**config.mk**
```make
export PLATFORM = sky130hd
export DESIGN_NAME = cn_minsum_serial
export DESIGN_NICKNAME = d
export VERILOG_FILES = /design/src/rtl/cn_minsum_serial.sv
export SDC_FILE = /design/constraint.sdc
export NUM_CORES = 1
export LEC_CHECK = 0
export ABC_AREA = 1
export BUFFER_PORTS_ARGS = -buffer_cell sky130_fd_sc_hd__buf_4
export CAP_MARGIN = 5
export CORE_MARGIN = 3
export CORE_UTILIZATION = 50
export CTS_CLUSTER_SIZE = 20
export DETAILED_ROUTE_END_ITERATION = 6
export GPL_ROUTABILITY_DRIVEN = 1
export PLACE_DENSITY = 0.66
export SYNTH_ARGS = -nofsm -noshare
export SYNTH_HDL_FRONTEND = slang
export SYNTH_SLANG_ARGS = --single-unit
```
**constraint.sdc**
```tcl
create_clock -name clk -period 6.67 [get_ports clk]
set_input_delay 1.334 -clock clk [delete_from_list [all_inputs] [get_ports clk]]
set_output_delay 1.334 -clock clk [all_outputs]
set_load 0.03 [all_outputs]
```
**src/rtl/cn_minsum_serial.sv**
```systemverilog
// Serial offset min-sum check-node processor: collects DEG messages, then emits
// DEG extrinsic check-to-variable messages in edge order, plus the parity bit.
module cn_minsum_serial #(
  parameter int unsigned INT    = 8,
  parameter int unsigned FRAC   = 8,
  parameter int unsigned DEG    = 6,
  parameter int unsigned OFFSET = 0
) (
  input  logic                  clk,
  input  logic                  rst_n,
  input  logic                  in_valid,
  output logic                  in_ready,
  input  logic [INT+FRAC-1:0]   in_msg,
  output logic                  out_valid,
  input  logic                  out_ready,
  output logic [INT+FRAC-1:0]   out_msg,
  output logic                  out_last,
  output logic                  parity_ok
);

  localparam int unsigned W  = INT + FRAC;
  localparam int unsigned M  = W - 1;
  localparam int unsigned CW = (DEG > 1) ? $clog2(DEG) : 1;

  localparam logic [M-1:0]  MAG_MAX = '1;
  localparam logic [M-1:0]  OFF     = M'(OFFSET);
  localparam logic [CW-1:0] LAST    = CW'(DEG - 1);

  typedef enum logic {COLLECT, EMIT} state_t;

  state_t         state_q, state_d;
  logic [DEG-1:0] sign_q, sign_d;
  logic [M-1:0]   min1_q, min1_d;
  logic [M-1:0]   min2_q, min2_d;
  logic [CW-1:0]  idx_q, idx_d;
  logic [CW-1:0]  cnt_q, cnt_d;
  logic           sgn_q, sgn_d;

  logic           in_ready_q, in_ready_d;
  logic           out_valid_q, out_valid_d;
  logic [W-1:0]   out_msg_q, out_msg_d;
  logic           out_last_q, out_last_d;
  logic           parity_q, parity_d;

  logic [W-1:0]   neg_in;
  logic [M-1:0]   in_mag;
  logic [M-1:0]   sel_mag;
  logic [M-1:0]   emit_mag;
  logic [W-1:0]   emit_val;
  logic           emit_neg;

  // Most-negative input has no positive counterpart; saturate to the max magnitude.
  always_comb begin
    neg_in = -in_msg;
    if (in_msg[W-1]) begin
      in_mag = neg_in[W-1] ? MAG_MAX : neg_in[M-1:0];
    end else begin
      in_mag = in_msg[M-1:0];
    end
  end

  always_comb begin
    state_d = state_q;
    sign_d  = sign_q;
    min1_d  = min1_q;
    min2_d  = min2_q;
    idx_d   = idx_q;
    cnt_d   = cnt_q;
    sgn_d   = sgn_q;

    unique case (state_q)
      COLLECT: begin
        if (in_valid) begin
          sign_d[cnt_q] = in_msg[W-1];
          sgn_d         = sgn_q ^ in_msg[W-1];
          if (in_mag < min1_q) begin
            min2_d = min1_q;
            min1_d = in_mag;
            idx_d  = cnt_q;
          end else if (in_mag < min2_q) begin
            min2_d = in_mag;
          end
          if (cnt_q == LAST) begin
            state_d = EMIT;
            cnt_d   = '0;
          end else begin
            cnt_d = cnt_q + 1'b1;
          end
        end
      end
      EMIT: begin
        if (out_ready) begin
          if (cnt_q == LAST) begin
            state_d = COLLECT;
            sign_d  = '0;
            min1_d  = MAG_MAX;
            min2_d  = MAG_MAX;
            idx_d   = '0;
            cnt_d   = '0;
            sgn_d   = 1'b0;
          end else begin
            cnt_d = cnt_q + 1'b1;
          end
        end
      end
      default: state_d = COLLECT;
    endcase
  end

  // The output register is loaded from next-state values so edge 0 is ready
  // the cycle after the last accept, and holds naturally under back-pressure.
  always_comb begin
    sel_mag  = (cnt_d == idx_d) ? min2_d : min1_d;
    emit_mag = (sel_mag > OFF) ? (sel_mag - OFF) : '0;
    emit_neg = sgn_d ^ sign_d[cnt_d];
    emit_val = {1'b0, emit_mag};

    in_ready_d  = (state_d == COLLECT);
    out_valid_d = (state_d == EMIT);
    out_last_d  = 1'b0;
    out_msg_d   = '0;
    parity_d    = 1'b0;
    if (state_d == EMIT) begin
      out_last_d = (cnt_d == LAST);
      parity_d   = ~sgn_d;
      out_msg_d  = (emit_neg && (emit_mag != '0)) ? -emit_val : emit_val;
    end
  end

  always_ff @(posedge clk) begin
    if (!rst_n) begin
      state_q     <= COLLECT;
      sign_q      <= '0;
      min1_q      <= MAG_MAX;
      min2_q      <= MAG_MAX;
      idx_q       <= '0;
      cnt_q       <= '0;
      sgn_q       <= 1'b0;
      in_ready_q  <= 1'b1;
      out_valid_q <= 1'b0;
      out_msg_q   <= '0;
      out_last_q  <= 1'b0;
      parity_q    <= 1'b0;
    end else begin
      state_q     <= state_d;
      sign_q      <= sign_d;
      min1_q      <= min1_d;
      min2_q      <= min2_d;
      idx_q       <= idx_d;
      cnt_q       <= cnt_d;
      sgn_q       <= sgn_d;
      in_ready_q  <= in_ready_d;
      out_valid_q <= out_valid_d;
      out_msg_q   <= out_msg_d;
      out_last_q  <= out_last_d;
      parity_q    <= parity_d;
    end
  end

  assign in_ready  = in_ready_q;
  assign out_valid = out_valid_q;
  assign out_msg   = out_msg_q;
  assign out_last  = out_last_q;
  assign parity_ok = parity_q;

endmodule

```
# Word-level counts from Yosys, hierarchy flattened
# Cells that the tools add are included.
# word_totals
elab_cells,77
out_inout_bits,20
input_bits,20
regBits,63
# op_classes
n_lt_le_gt_ge,6
bitwise_logic,5
n_eq_ne,3
n_reduce_logical,5
mux,43
addsub,3
# op_table
operator,count
15-bit 2-to-1 mux,14
15-bit one-hot mux with 2 select lines,2
15-bit less-than comparator,2
3-bit 2-to-1 mux,7
6-bit 2-to-1 mux,3
15-bit negation with 16-bit output,1
16-bit negation,1
15-bit by 1-bit greater-than comparator with 1-bit output (second input constant),1
15-bit nonzero test,1
3-bit one-hot mux with 2 select lines,2
6-bit one-hot mux with 2 select lines,1
1-bit 2-to-1 mux,9
3-bit by 4-bit less-than comparator with 1-bit output (second input constant),2
6-bit bitwise mux,1
3-bit equality test (second input constant),2
1-bit one-hot mux with 2 select lines,2
3-bit by 1-bit adder with 3-bit output (second input constant),1
1-bit binary-select mux with 3-bit select,1
1-bit demux with 3-bit select,1
3-bit equality test,1
3-bit by 1-bit >= comparator with 1-bit output (second input constant),1
1-bit NOT,3
3-bit AND reduction,1
1-bit logical AND,2
2 further kinds,3

# Logic depth before layout (Yosys ltp)
# depth
word_depth,14
mapped_depth,39
depth_no_buf,38

# Worst setup path before layout
# OpenSTA, ideal clock, no wires.
# synth_path
path_type,input-to-reg
startpoint,in in_msg[0]
endpoint,reg out_msg_q[3] (netlist: out_msg[3])
arrival_ps,5322
setup_ps,125
cell_stages,37
required_ps,6545
setup_slack_ps,1223
path_buffers,2
cell_sequence,inv_2 ha_1 inv_1 nor2_1 nand3_1 nor3_1 nand2_1 nand2_1 nand2_1 nand2_1 nand2_1 nor2_1 inv_1 ha_1 a21oi_1 o21ai_0 nor2_1 nand3_4 nand2_1 nand3_1 nand2_1 nand2_1 nand2_1 nand3_2 buf_4 o21ai_0 inv_1 ha_1 nand3_2 nor2_4 nand2_1 nor2_1 nor2_2 buf_6 o21ai_2 o21ai_1 a21oi_1
# synth_via
elab_chain_cells,14
word_cells_on_any_way,23
classes_between,add/sub: 2; order compare: 3; eq/ne: 1; mux: 15; reduce/logical: 2
# synth_rtl
item,line,rtl
"start, declared",13,"input logic [INT+FRAC-1:0] in_msg,"
16-bit negation,54,neg_in = -in_msg;
15-bit 2-to-1 mux,56,in_mag = neg_in[W-1] ? MAG_MAX : neg_in[M-1:0];
15-bit 2-to-1 mux *,55,if (in_msg[W-1]) begin
"15-bit less-than comparator, on equally long branches","76, 80",
3-bit 2-to-1 mux or 15-bit 2-to-1 mux (tied branches),"76, 80",
3-bit 2-to-1 mux or 15-bit 2-to-1 mux (tied branches),"73, 76",
3-bit one-hot mux with 2 select lines or 15-bit 2-to-1 mux (tied branches),"71, 73",
3-bit equality test or 15-bit one-hot mux with 2 select lines (tied branches),"113, 71",
15-bit 2-to-1 mux *,113,sel_mag = (cnt_d == idx_d) ? min2_d : min1_d;
15-bit by 1-bit greater-than comparator with 1-bit output,114,emit_mag = (sel_mag > OFF) ? (sel_mag - OFF) : '0;
15-bit 2-to-1 mux *,114,
branches (longest 2 deep; another with 15-bit negation with 16-bit output),--,
15-bit 2-to-1 mux *,126,out_msg_d = (emit_neg && (emit_mag != '0)) ? -emit_val : emit_val;
"end signal, assigned",154,out_msg_q <= out_msg_d;
"end, declared",41,"logic [W-1:0] out_msg_q, out_msg_d;"
# Mark *: on every way between the ends.
# A chain may end at the register's enable or synchronous reset.

# Worst setup path after layout
# Same ends and word-level chain as after synthesis.

==> Implementation_results.wiki <==
{| class="wikitable"
! Metric !! Value
|-
| Status || complete, no violations
|-
| Non-Filler Instances || 951
|-
| Internal power || 753 uW
|-
| Synthesized instance count || 787
|-
| Switching pwr || 476 uW
|-
| Logic gate share of total power || 35.8%
|-
| Std cell rows || 35
|-
| CTS root buffer || sky130_fd_sc_hd__clkbuf_8
|-
| Wire length of the first global-routing pass || 23.4 mm
|-
| Depth of the CTS H-tree || 3
|-
| Setup repair after global routing missed its margin || false
|-
| Number of nets in the synthesized netlist || 837
|-
| Drt wl/cell || 14.7 microns
|-
| Combined area of the multi-input logic cells || 3000 sq um
|-
| Antenna Violating Nets Remaining || 0
|-
| Port Buf Inserts || 39
|-
| Relative slew margins || 29.2%
|-
| Register-to-register setup slack || 2.29 ns
|-
| Number of DRC violations after detailed routing || 0
|-
| Count of boundary I/O pins || 40
|-
| FILL cells || 964
|-
| Top cell by count, worst path || sky130_fd_sc_hd__nand2_1
|-
| Most used DFF post-synth || sky130_fd_sc_hd__dfxtp_1
|-
| Area of all placed cells without fillers || 5490 sq um
|-
| Portion of the clock cycle consumed by the worst path in the final layout || 89.6%
|-
| Clock insertion delay at the later pin of the skew report || 0.35 ns
|-
| Final HPWL DP || 10.5 mm
|-
| Standard cell core area || 9370 sq um
|-
| Clock network power share || 30.7%
|-
| Overall power of the completed layout || 1230 uW
|-
| Final critical path time including I/O delays and setup || 5.97 ns
|-
| Cell types occupying the most area after synthesis || sky130_fd_sc_hd__dfxtp_1, sky130_fd_sc_hd__nand2_1, sky130_fd_sc_hd__inv_1, sky130_fd_sc_hd__a21oi_1, sky130_fd_sc_hd__ha_1
|-
| Share of flip-flops with an asynchronous set or reset after synthesis || 0%
|-
| Initial Util || 52.1%
|-
| YS warnings || 0
|-
| Iteration count of the initial detailed-routing pass || 5
|-
| Switching Share || 38.8%
|-
| Min-Delay Path Depth || 2
|-
| Number of antenna repair diodes || 0
|-
| Fmax || 167 MHz
|-
| Final Hold Fails || 0
|-
| Flop pwr share || 33.4%
|-
| Worst hold slack across all endpoints || 0.512 ns
|-
| Cell Area, Placed || 5270 sq um
|-
| Routability congestion estimate || 0.923
|-
| Worst setup EP type || register
|-
| Average via count per standard cell || 5.52
|-
| End of the worst register-to-register path || out_msg[3]$_SDFF_PN0_
|-
| Cell taking the most area after synthesis || sky130_fd_sc_hd__dfxtp_1
|-
| Storage cell area || 1260 sq um
|-
| Total negative slack for setup checks || 0 ns
|-
| Beginning of the worst register-to-register path || cnt_q[2]$_SDFF_PN0_
|-
| Path category of the worst min-delay check || register to register
|-
| Hold path startpoint || sign_q[3]$_SDFF_PN0_
|-
| Global route overflow || 0
|-
| Area of the mapped netlist || 4890 sq um
|-
| Least-Margin Pin Slew || 1.06 ns
|-
| Cells after DPL || 935
|-
| Largest fanout of any net on the critical path || 12
|-
| Drt first-iter violations || 329
|-
| Number of post-CTS setup repair buffers || 0
|-
| Slowest cell on the critical path || sky130_fd_sc_hd__nor2_2
|-
| Number of max-slew violations in the final report || 0
|-
| Worst setup SP type || input port
|-
| Commonest cells after routing, fill and taps aside || sky130_fd_sc_hd__nand2_1, sky130_fd_sc_hd__inv_1, sky130_fd_sc_hd__a21oi_1
|-
| Mean instance size in the synthesized netlist || 6.21 sq um
|-
| Leading cell type in the layout, fill and taps excluded || sky130_fd_sc_hd__nand2_1
|-
| Hold Crit Endpoint || sign_q[3]$_SDFF_PN0_
|-
| Share of the synthesized area in the top cell type || 25.8%
|-
| Static leakage || 0.00290 uW
|-
| GR Util All Layers || 25.9%
|-
| Count of flip-flops with a built-in enable after synthesis || 0
|-
| Arr. time, crit path || 6.24 ns
|-
| Antenna violations before repair || 0
|-
| Max_cap viols || 0
|-
| # nets final || 867
|-
| Post-synthesis sequential element count || 63
|-
| CTS Buf Count || 9
|-
| Via count of the first global-routing pass || 4945
|-
| Number of vias in the routed layout || 5248
|-
| Largest net degree at the start of global routing || 44
|-
| Worst clock skew || 0.0140 ns
|-
| Relative area change from synthesis to final layout || 12.3%
|-
| Count of endpoints failing setup in the final report || 0
|-
| Clock tree buffer depth || 2
|-
| Maximum cell stage delay along the critical path || 0.33 ns
|-
| Die ar. || 11000 sq um
|-
| Fraction of the yosys area taken by sequential cells || 25.8%
|-
| Ratio of cells with drive above 1 in the final layout || 12.7%
|-
| Die span in x || 105 microns
|-
| Routed WL || 14.0 mm
|-
| Endpoint required time on the critical path || 6.94 ns
|-
| Number of cells traversed by the worst register-to-register path || 22
|-
| Gates resized, CTS repair || 0
|-
| Clock edge transition at the registers on the reported setup and hold paths || 0.08 ns
|-
| Sink Count || 63
|-
| Chip height || 105 microns
|-
| TritonCTS clock tree || done
|-
| Pwr per Cell Area || 224 nW/um^2
|-
| Post-synth cell types || 39
|-
| Count of hold buffers inserted by post-cts repair || 0
|-
| Setup Crit Path Kind || input port to register
|-
| Worst voltage drop across the vdd grid || 0.114 mV
|}
[power groups by stage]
stage / Sequential (uW) / Clock, uW / Combinational (uW)
floorplan: 415 / 0 / 332
global placement: 419 / 0 / 424
detailed placement: 419 / 0 / 431
CTS: 411 / 383 / 434
global route: 413 / 396 / 500
finish: 411 / 377 / 440
[layer usage]
layer | wire length (microns) | GRT usage [%] | share of wire, % | up-vias
met1 | 6470 | 33.9 | 46 | 2446
met2 | 6490 | 42.9 | 46 | 142
met4 | 287 | 8.53 | 2.1 | 0
li1 | - | - | - | 2631
met5 | 0 | 0 | 0 | -
met3 | 745 | 4.76 | 5.3 | 29
[cells in the mapped netlist, types with 4 or more instances]
cell                         n
sky130_fd_sc_hd__nor2_1     73
sky130_fd_sc_hd__o211ai_1   18
sky130_fd_sc_hd__dfxtp_1    63
sky130_fd_sc_hd__ha_1       30
sky130_fd_sc_hd__buf_2      12
sky130_fd_sc_hd__nand3_1    46
sky130_fd_sc_hd__o21ai_0    65
sky130_fd_sc_hd__nand2_2     9
sky130_fd_sc_hd__a21oi_1    75
sky130_fd_sc_hd__o21ai_2     4
sky130_fd_sc_hd__o31ai_1     4
sky130_fd_sc_hd__inv_2       7
sky130_fd_sc_hd__inv_1     120
sky130_fd_sc_hd__nor2_2      7
sky130_fd_sc_hd__nand4_1    18
sky130_fd_sc_hd__nor3_1      8
sky130_fd_sc_hd__clkbuf_1   12
sky130_fd_sc_hd__xor2_1      6
sky130_fd_sc_hd__nand2_1   172
sky130_fd_sc_hd__o21ai_1     4
[stage by stage]
step                      setup WS (ns)  utilization [%]
after global routing             0.0362             58.6
after floorplan                    1.22                -
after CTS                         0.629             58.6
after detailed placement          0.290             56.2
after global placement            0.503             56.2
final                             0.697             58.6
[registers in the layout, indices dropped and copies added, names as in the netlist]
signal / flops
cnt_q: 3
in_ready: 1
out_msg: 16
out_last: 1
min2_q: 15
sgn_q: 1
sign_q: 6
idx_q: 3
parity_ok: 1
out_valid: 1
min1_q: 15
[kinds of logic after synthesis]
group,Yosys count,synth area share (%)
DFF,63,25.8
AOI/OAI and AO/OA,185,21.1
buffers and inverters,157,12.8
xor gates and xnor gates,6,1.08
adders and majority gates,30,7.68
and+or+nand+nor,346,31.5
[final cells by class]
| cell class | count | area share, % |
|---|---|---|
| Multi-Input combinational cell | 567 | 54.7 |
| Sequential cell | 63 | 23.0 |
| Inverter | 127 | 8.68 |
| Timing Repair Buffer | 49 | 6.70 |
| Tap cell | 129 | 2.94 |
| Clock buffer | 10 | 2.32 |
| Clock inverter | 6 | 1.71 |
[critical path: cells and delay by family]
kind            cells  cell delay (ns)
fa+ha+maj           3             0.71
buf+inv             5             0.53
compound gates      6             0.92
simple gates       22             2.74
[how the worst max path moves through the flow]
| stage | from | endpoint | slack, ns | cells after the start |
|---|---|---|---|---|
| CTS | in_msg[0] | out_msg[13]$_SDFF_PN0_ | 0.63 | 37 |
| floorplan | in_msg[0] | out_msg[3]$_SDFF_PN0_ | 1.22 | 37 |
| finish | in_msg[0] | out_msg[3]$_SDFF_PN0_ | 0.70 | 36 |
| global route | in_msg[0] | out_msg[13]$_SDFF_PN0_ | 0.04 | 39 |
| detailed placement | in_msg[0] | out_msg[13]$_SDFF_PN0_ | 0.29 | 37 |
| global placement | in_msg[0] | out_msg[13]$_SDFF_PN0_ | 0.50 | 36 |
(Power assumes the default switching activity.)
